### src/rtl/uart_frame_arbiter.sv
// Frame-atomic round-robin arbiter sharing one UART byte transmitter between two sources.
// Optional stall timeout is compiled in with `define UART_ARB_TIMEOUT_EN.
module uart_frame_arbiter #(
  parameter int unsigned GAP_CYCLES     = 4,
  parameter int unsigned TIMEOUT_CYCLES = 1024
) (
  input  logic       clk,
  input  logic       rst,
  input  logic       req0_valid,
  input  logic [7:0] req0_data,
  input  logic       req0_last,
  output logic       req0_ready,
  input  logic       req1_valid,
  input  logic [7:0] req1_data,
  input  logic       req1_last,
  output logic       req1_ready,
  input  logic       tx_idle,
  output logic [7:0] dataout,
  output logic       wrsig,
  output logic [1:0] grant,
  output logic       busy,
  output logic       abort
);

  localparam int unsigned GW = $clog2(GAP_CYCLES) + 1;

  if (GAP_CYCLES < 1) begin : g_gap_chk
    $error("GAP_CYCLES must be >= 1");
  end
  if (TIMEOUT_CYCLES < 2) begin : g_to_chk
    $error("TIMEOUT_CYCLES must be >= 2");
  end

  typedef enum logic [1:0] {
    IDLE = 2'd0,
    WAIT = 2'd1,
    GAP  = 2'd2
  } state_t;

  state_t          state_q, state_d;
  logic [GW-1:0]   gap_q, gap_d;
  logic [1:0]      grant_q, grant_d;
  logic            rr_q, rr_d;
  logic            last_q, last_d;
  logic [7:0]      data_q, data_d;
  logic            wrsig_q, wrsig_d;
  logic            abort_q, abort_d;
  logic            owner;
  logic            owner_valid;

`ifdef UART_ARB_TIMEOUT_EN
  localparam int unsigned TW = $clog2(TIMEOUT_CYCLES) + 1;
  logic [TW-1:0] to_q, to_d;

  always_ff @(posedge clk) begin
    if (rst) to_q <= '0;
    else     to_q <= to_d;
  end
`endif

  always_ff @(posedge clk) begin
    if (rst) begin
      state_q <= IDLE;
      gap_q   <= '0;
      grant_q <= '0;
      rr_q    <= 1'b0;
      last_q  <= 1'b0;
      data_q  <= '0;
      wrsig_q <= 1'b0;
      abort_q <= 1'b0;
    end else begin
      state_q <= state_d;
      gap_q   <= gap_d;
      grant_q <= grant_d;
      rr_q    <= rr_d;
      last_q  <= last_d;
      data_q  <= data_d;
      wrsig_q <= wrsig_d;
      abort_q <= abort_d;
    end
  end

  assign owner       = grant_q[1];
  assign owner_valid = grant_q[1] ? req1_valid : req0_valid;

  always_comb begin
    state_d    = state_q;
    gap_d      = gap_q;
    grant_d    = grant_q;
    rr_d       = rr_q;
    last_d     = last_q;
    data_d     = data_q;
    wrsig_d    = 1'b0;
    abort_d    = 1'b0;
    req0_ready = 1'b0;
    req1_ready = 1'b0;
`ifdef UART_ARB_TIMEOUT_EN
    to_d       = to_q;
`endif
    case (state_q)
      IDLE: begin
        if (req0_valid && req1_valid) grant_d = rr_q ? 2'b10 : 2'b01;
        else if (req0_valid)          grant_d = 2'b01;
        else if (req1_valid)          grant_d = 2'b10;
        if (req0_valid || req1_valid) begin
          state_d = WAIT;
`ifdef UART_ARB_TIMEOUT_EN
          to_d    = '0;
`endif
        end
      end
      WAIT: begin
        req0_ready = grant_q[0] & req0_valid & tx_idle;
        req1_ready = grant_q[1] & req1_valid & tx_idle;
        if (req0_ready || req1_ready) begin
          data_d  = req1_ready ? req1_data : req0_data;
          last_d  = req1_ready ? req1_last : req0_last;
          gap_d   = GW'(GAP_CYCLES - 1);
          wrsig_d = 1'b1;
          state_d = GAP;
`ifdef UART_ARB_TIMEOUT_EN
          to_d    = '0;
        end else if (tx_idle && !owner_valid) begin
          // only source silence counts; a busy UART is not the source's fault
          if (to_q == TW'(TIMEOUT_CYCLES - 1)) begin
            abort_d = 1'b1;
            grant_d = '0;
            rr_d    = ~owner;
            to_d    = '0;
            state_d = IDLE;
          end else begin
            to_d = to_q + TW'(1);
          end
`endif
        end
      end
      GAP: begin
        if (gap_q == '0) begin
          if (last_q) begin
            grant_d = '0;
            rr_d    = ~owner;
            state_d = IDLE;
          end else begin
            state_d = WAIT;
`ifdef UART_ARB_TIMEOUT_EN
            to_d    = '0;
`endif
          end
        end else begin
          gap_d = gap_q - GW'(1);
        end
      end
      default: state_d = IDLE;
    endcase
  end

  assign dataout = data_q;
  assign wrsig   = wrsig_q;
  assign grant   = grant_q;
  assign busy    = (state_q != IDLE);
  assign abort   = abort_q;

endmodule
### config.mk
export PLATFORM = sky130hd
export DESIGN_NAME = uart_frame_arbiter
export DESIGN_NICKNAME = d
export VERILOG_FILES = /design/src/rtl/uart_frame_arbiter.sv
export SDC_FILE = /design/constraint.sdc
export NUM_CORES = 1
export LEC_CHECK = 0
export BUFFER_PORTS_ARGS = -buffer_cell sky130_fd_sc_hd__buf_2
export CORE_UTILIZATION = 45
export CTS_BUF_LIST = sky130_fd_sc_hd__clkbuf_8
export CTS_CLUSTER_SIZE = 14
export DETAILED_ROUTE_END_ITERATION = 7
export MAX_ROUTING_LAYER = met4
export PLACE_DENSITY_LB_ADDON = 0.12
export SLEW_MARGIN = 20
export SYNTH_ARGS = -nofsm -noshare
export SYNTH_HDL_FRONTEND = slang
export SYNTH_SLANG_ARGS = --single-unit
### constraint.sdc
create_clock -name clk -period 3.6 [get_ports clk]
set_input_delay 0 -clock clk [delete_from_list [all_inputs] [get_ports clk]]
set_output_delay 0 -clock clk [all_outputs]
set_load 0.05 [all_outputs]
## Word level (Yosys, flattened, before mapping)

Cells that the tools add are included.

- Add/subtract/negate cells: 1
- Equality and inequality tests: 8
- Muxes and demuxes: 20
- Bitwise gates (word level): 6
- Reductions and logical operators: 14

Operator list:

| kind | number |
|---|---|
| 2-bit two-way mux | 9 |
| 2-bit != test, second input constant | 5 |
| 3-bit AND reduction | 3 |
| 8-bit two-way mux | 1 |
| 3-bit two-way mux | 2 |
| 2-bit case mux with 3 select lines | 1 |
| 3-bit case mux with 2 select lines | 1 |
| 2-bit nonzero test | 3 |
| 1-bit two-way mux | 5 |
| 1-bit AND | 4 |
| 4-bit != test, second input constant | 1 |
| 2-bit case mux with 2 select lines | 1 |
| 4-bit AND reduction | 1 |
| 3-bit logical NOT | 1 |
| 3-bit by 1-bit subtractor with 3-bit output, second input constant | 1 |
| 2-bit by 1-bit == test with 1-bit output, second input constant | 1 |
| 2-bit == test, second input constant | 1 |
| 2-bit logical NOT | 1 |
| 1-bit logical OR | 2 |
| 1-bit NOT | 2 |
| 2-bit AND reduction | 1 |
| 2-bit OR reduction | 1 |
| 1-bit logical AND | 1 |

- Register bits: 18
- Output and inout port bits: 15
- Logic and storage cells: 56

## Longest topological paths before layout

- Word-level depth: 5
- Gate-level depth with buffers: 5
- Gate-level depth less buffers: 5

## Worst setup path after synthesis

Ideal clock, no wire load.

- Path type: register to register
- Start point: register grant_q[1], in the netlist grant[1]
- End point: register data_q[0], in the netlist dataout[0]
- Library setup time: 0.088 ns
- Arrival time: 1.424 ns
- Required time: 3.512 ns
- Slack: 2.088 ns
- Stages on the path, launching flop included: 5
- Path buffers: 1
- Period minus slack after synthesis: 1.512 ns
- Cells stage by stage: dfxtp_1 > a22o_4 > buf_2 > a21oi_1 > a311oi_2

- Cells in the longest elaborated chain, start to end: 4

Ends and longest elaborated chain:

| what | RTL line | source |
|---|---|---|
| start: declaration | 42 | `logic [1:0] grant_q, grant_d;` |
| start signal: assignment | 74 | `grant_q <= grant_d;` |
| 1-bit AND (*) (2 in a row) | 114 | `req1_ready = grant_q[1] & req1_valid & tx_idle;` |
| 1-bit logical OR | 115 | `if (req0_ready \|\| req1_ready) begin` |
| 2-bit AND reduction (no source line) | n/a |  |
| end signal: assignment | 77 | `data_q <= data_d;` |
| end: declaration | 45 | `logic [7:0] data_q, data_d;` |

Every way passes the cells marked *; elsewhere a longest branch is shown, timed or not.
A chain may end at the register's enable or synchronous reset.

## Worst setup path after layout

- Start point: register state_q[0]
- End point: output req0_ready

- Cells in the longest elaborated chain, start to end: 2

Ends and longest elaborated chain:

| what | RTL line | source |
|---|---|---|
| start: declaration | 40 | `state_t state_q, state_d;` |
| start signal: assignment | 72 | `state_q <= state_d;` |
| 2-bit by 1-bit == test with 1-bit output | 100 | `case (state_q)` |
| 1-bit two-way mux | 100 |  |
| end: declaration | 12 | `output logic req0_ready,` |

No other way between the ends.

==> metrics.csv <==
stage;metric;value;unit
run_status;status;complete, no violations;
worst_setup_path;Crit Path Class;reg -> out;
global_route;Tot GR Track Use;21.5;%
sta;clock skew;0.00348;ns
hold_path;Hold EP;dataout[2]$_SDFFE_PP0P_;
clocking;CTS max path bufs;2;
synthesis;Synth Area in XOR/XNOR;0;%
synthesis;main combinational cell family by area after synthesis;compound AO/OA/AOI/OAI gates;
global_route;grt total ovfl;0;
cells_and_area;Area Growth Syn to Fin;19.8;%
clocking;H-tree Lvls;1;
global_route;initial antenna violation count;0;
clocking;PostCTS Resize Cnt;0;
clocking;clock sink count;18;
routing;Routed Antenna Nets;0;
sta;final setup violation count;0;
synthesis;sequential share of the synthesized area;35.6;%
synthesis;number of synthesized flops with an enable pin;0;
worst_setup_path;worst-path cell chain;and3b_2 > and3_1 > buf_2;
clocking;hold buffers post-CTS;0;
worst_setup_path;required time of the critical path;3.60;ns
worst_setup_path;reg2reg setup slack;2.16;ns
place;Final GP Congestion;0.814;
place;placed insts;169;
routing;DR vias;965;
sta;hold slack;0.0382;ns
synthesis;multiplexer share of the synthesized area;0;%
die;Die Ht;49.4;um
die;Die W;49.4;um
worst_setup_path;family with the most delay on the worst path;simple AND/OR/NAND/NOR gates;
synthesis;post-synthesis cell count;117;
routing;1st-pass router iterations;4;
cells_and_area;nets;172;
synthesis;complex-gate fraction of the synthesized area;30.8;%
synthesis;adder-cell area share of the yosys netlist;2.48;%
routing;initial drt markers;9;
worst_setup_path;Critical Path Slowest Stage Cell;dfxtp_1;
sta;Setup TNS Final;0;ns
synthesis;Yosys top cell area share;35.6;%
clocking;CTS root buffer;clkbuf_8;
place;pre-CTS WS;2.15;ns
place;I/O Buffers;36;
synthesis;largest cells by area after synthesis;dfxtp_1 36%, a311oi_2 13%, nand3_1 7.4%;
worst_setup_path;FF-to-FF path depth;3;
synthesis;ys async rst share;0;%
global_route;vias in the first global route;886;
synthesis;#FFs+latches synth;18;
sta;Slew Limit Fails;0;
clocking;worst skew pair latency;0.25;ns
worst_setup_path;Worst Path Buf+Inv;1;
routing;wire per inst;13.5;um
hold_path;Hold Path Class;in -> reg;
cells_and_area;fillers;218;
sta;period utilization;44.2;%
synthesis;synth unique cells;31;
hold_path;Worst Hold Depth;3;
sta;fin crit period;1.59;ns
synthesis;synthesized cell area;1010;um^2
die;die area;2440;um^2
worst_setup_path;Worst EP arrival;1.59;ns
synthesis;Synth Net Count;142;
synthesis;Synth Area per Inst;8.64;um^2
cells_and_area;Finished Layout Cells;173;
die;FP Rows;16;
worst_setup_path;Worst Path Max Fanout;14;
worst_setup_path;Worst setup SP type;flip-flop;
synthesis;Yosys warning total;0;
power_and_ir_drop;Pwr Density;387;nW/um^2
synthesis;Synth area leader;dfxtp_1;
clocking;TritonCTS Buffers;3;
power_and_ir_drop;leakage power;0.512;nW
clocking;Setup Buffers After CTS;0;
die;Initial Util;49.5;%
global_route;pin count of the biggest net entering global routing;19;
hold_path;beginning of the worst hold path;req0_data[2];
die;# IOs;38;
cells_and_area;share of cells above drive strength 1;35.6;%
cells_and_area;post-layout util;59.3;%
cells_and_area;Ant. Diodes;0;
worst_setup_path;critical path capture point type;primary output;
routing;Residual DRC;0;
synthesis;Synth Area in Simple Gates;22.0;%
sta;worst setup margin;2.01;ns
global_route;first-pass GRT wire length;3960;um
sta;maximum clock frequency;0.628;GHz
place;dpl hpwl;1670;um
synthesis;Synth Flop Type;dfxtp_1;
die;core area;2040;um^2
run;max-cap violations;0;
worst_setup_path;terminus of the critical flop-to-flop path;last_q$_SDFFE_PP0P_;
clocking;TritonCTS clock tree;yes;
routing;drt via density;5.58;
sta;Fin. Hold Viols;0;
power_and_ir_drop;maximum vdd ir drop;284;uV
sta;unrepaired setup endpoints after global routing;false;
worst_setup_path;slowest cell delay on critical path;0.48;ns
routing;drt total wl;2330;um
clocking;clock slew at reported path FFs;0.07;ns
worst_setup_path;origin of the critical flop-to-flop path;grant[1]$_SDFFE_PP0P_;
cells by family after synthesis:
family,after synthesis
compound gates,36
fa+ha+maj,2
buf+inv,16
flops,18
other cells,1
simple gates,44
routing by layer:
layer | up-vias | GRT usage (%) | part of all wire (%)
met1 | 446 | 27.3 | 50
met2 | 29 | 33.8 | 44
met3 | 5 | 4.36 | 4.7
met4 | 0 | 7.14 | 1.2
met5 | - | - | 0
li1 | 485 | - | -
placed cells by master, fill, tap and decap left out, types with 2 or more instances in the layout:
cell / instances
a311oi_2: 9
ha_1: 2
clkbuf_8: 4
a31oi_1: 6
nand2_1: 13
dfxtp_1: 18
a311oi_1: 2
buf_2: 36
inv_1: 5
nand2b_1: 2
and3_1: 2
nor2_1: 4
a21oi_1: 11
o21ai_0: 2
nand3_1: 15
nor2b_1: 3
synthesized netlist by cell type, types with 2 or more instances:
| master | number |
|---|---|
| buf_2 | 4 |
| nand3_1 | 15 |
| a311oi_1 | 2 |
| buf_4 | 2 |
| clkbuf_1 | 2 |
| nor2b_1 | 3 |
| nand2b_1 | 2 |
| o21ai_0 | 2 |
| a31oi_1 | 6 |
| inv_1 | 5 |
| nor2_1 | 4 |
| and3_1 | 2 |
| nand2_1 | 13 |
| ha_1 | 2 |
| a311oi_2 | 9 |
| dfxtp_1 | 18 |
| buf_6 | 2 |
| a21oi_1 | 11 |
worst max path at each step:
stage                               to  depth (start not counted)               startpoint  slack (ns)
2_1_floorplan  dataout[0]$_SDFFE_PP0P_                          4    grant[1]$_SDFFE_PP0P_        2.09
3_3_place_gp   dataout[6]$_SDFFE_PP0P_                          3    grant[1]$_SDFFE_PP0P_        2.21
3_5_place_dp       last_q$_SDFFE_PP0P_                          3    grant[1]$_SDFFE_PP0P_        2.15
4_1_cts                     req0_ready                          3  state_q[0]$_SDFFE_PP0P_        2.02
5_1_grt                     req0_ready                          3  state_q[0]$_SDFFE_PP0P_        1.91
6_report                    req0_ready                          3  state_q[0]$_SDFFE_PP0P_        2.01
tightest hold or removal path: cells and delay by family:
family	cells	cell delay, ns
buf+inv	1	0.09
simple gates	1	0.06
compound gates	1	0.09
cell type report:
| class | instances | area [um^2] | share of cell area, % |
|---|---|---|---|
| Sequential cell | 18 | 360 | 29.8 |
| Inverter | 5 | 18.8 | 1.55 |
| Tap cell | 27 | 33.8 | 2.79 |
| Timing Repair Buffer | 36 | 180 | 14.9 |
| Multi-Input combinational cell | 83 | 563 | 46.5 |
| Clock buffer | 4 | 55.1 | 4.55 |
report_power, final:
part / internal, mW / leakage, nW / switching (mW)
sequential: 0.206 / 0.146 / 0.00882
combinational: 0.0291 / 0.337 / 0.0604
clock: 0.0972 / 0.0288 / 0.0674
total: 0.332 / 0.512 / 0.137
sequential cells by signal, summed over array words and instances, names as in the netlist:
| register | cells |
|---|---|
| last_q | 1 |
| gap_q | 3 |
| grant | 2 |
| wrsig | 1 |
| dataout | 8 |
| state_q | 2 |
| rr_q | 1 |
through the flow:
| stage | total power, mW | cell area, um^2 |
|---|---|---|
| 6_report | 0.469 | 1210 |
| 5_1_grt | 0.489 | 1210 |
| 4_1_cts | 0.471 | 1210 |
| 3_5_place_dp | 0.309 | 1160 |
| 3_3_place_gp | 0.307 | 1160 |
| 2_1_floorplan | 0.286 | 1010 |
No activity file was read; power rests on OpenSTA's default activity.
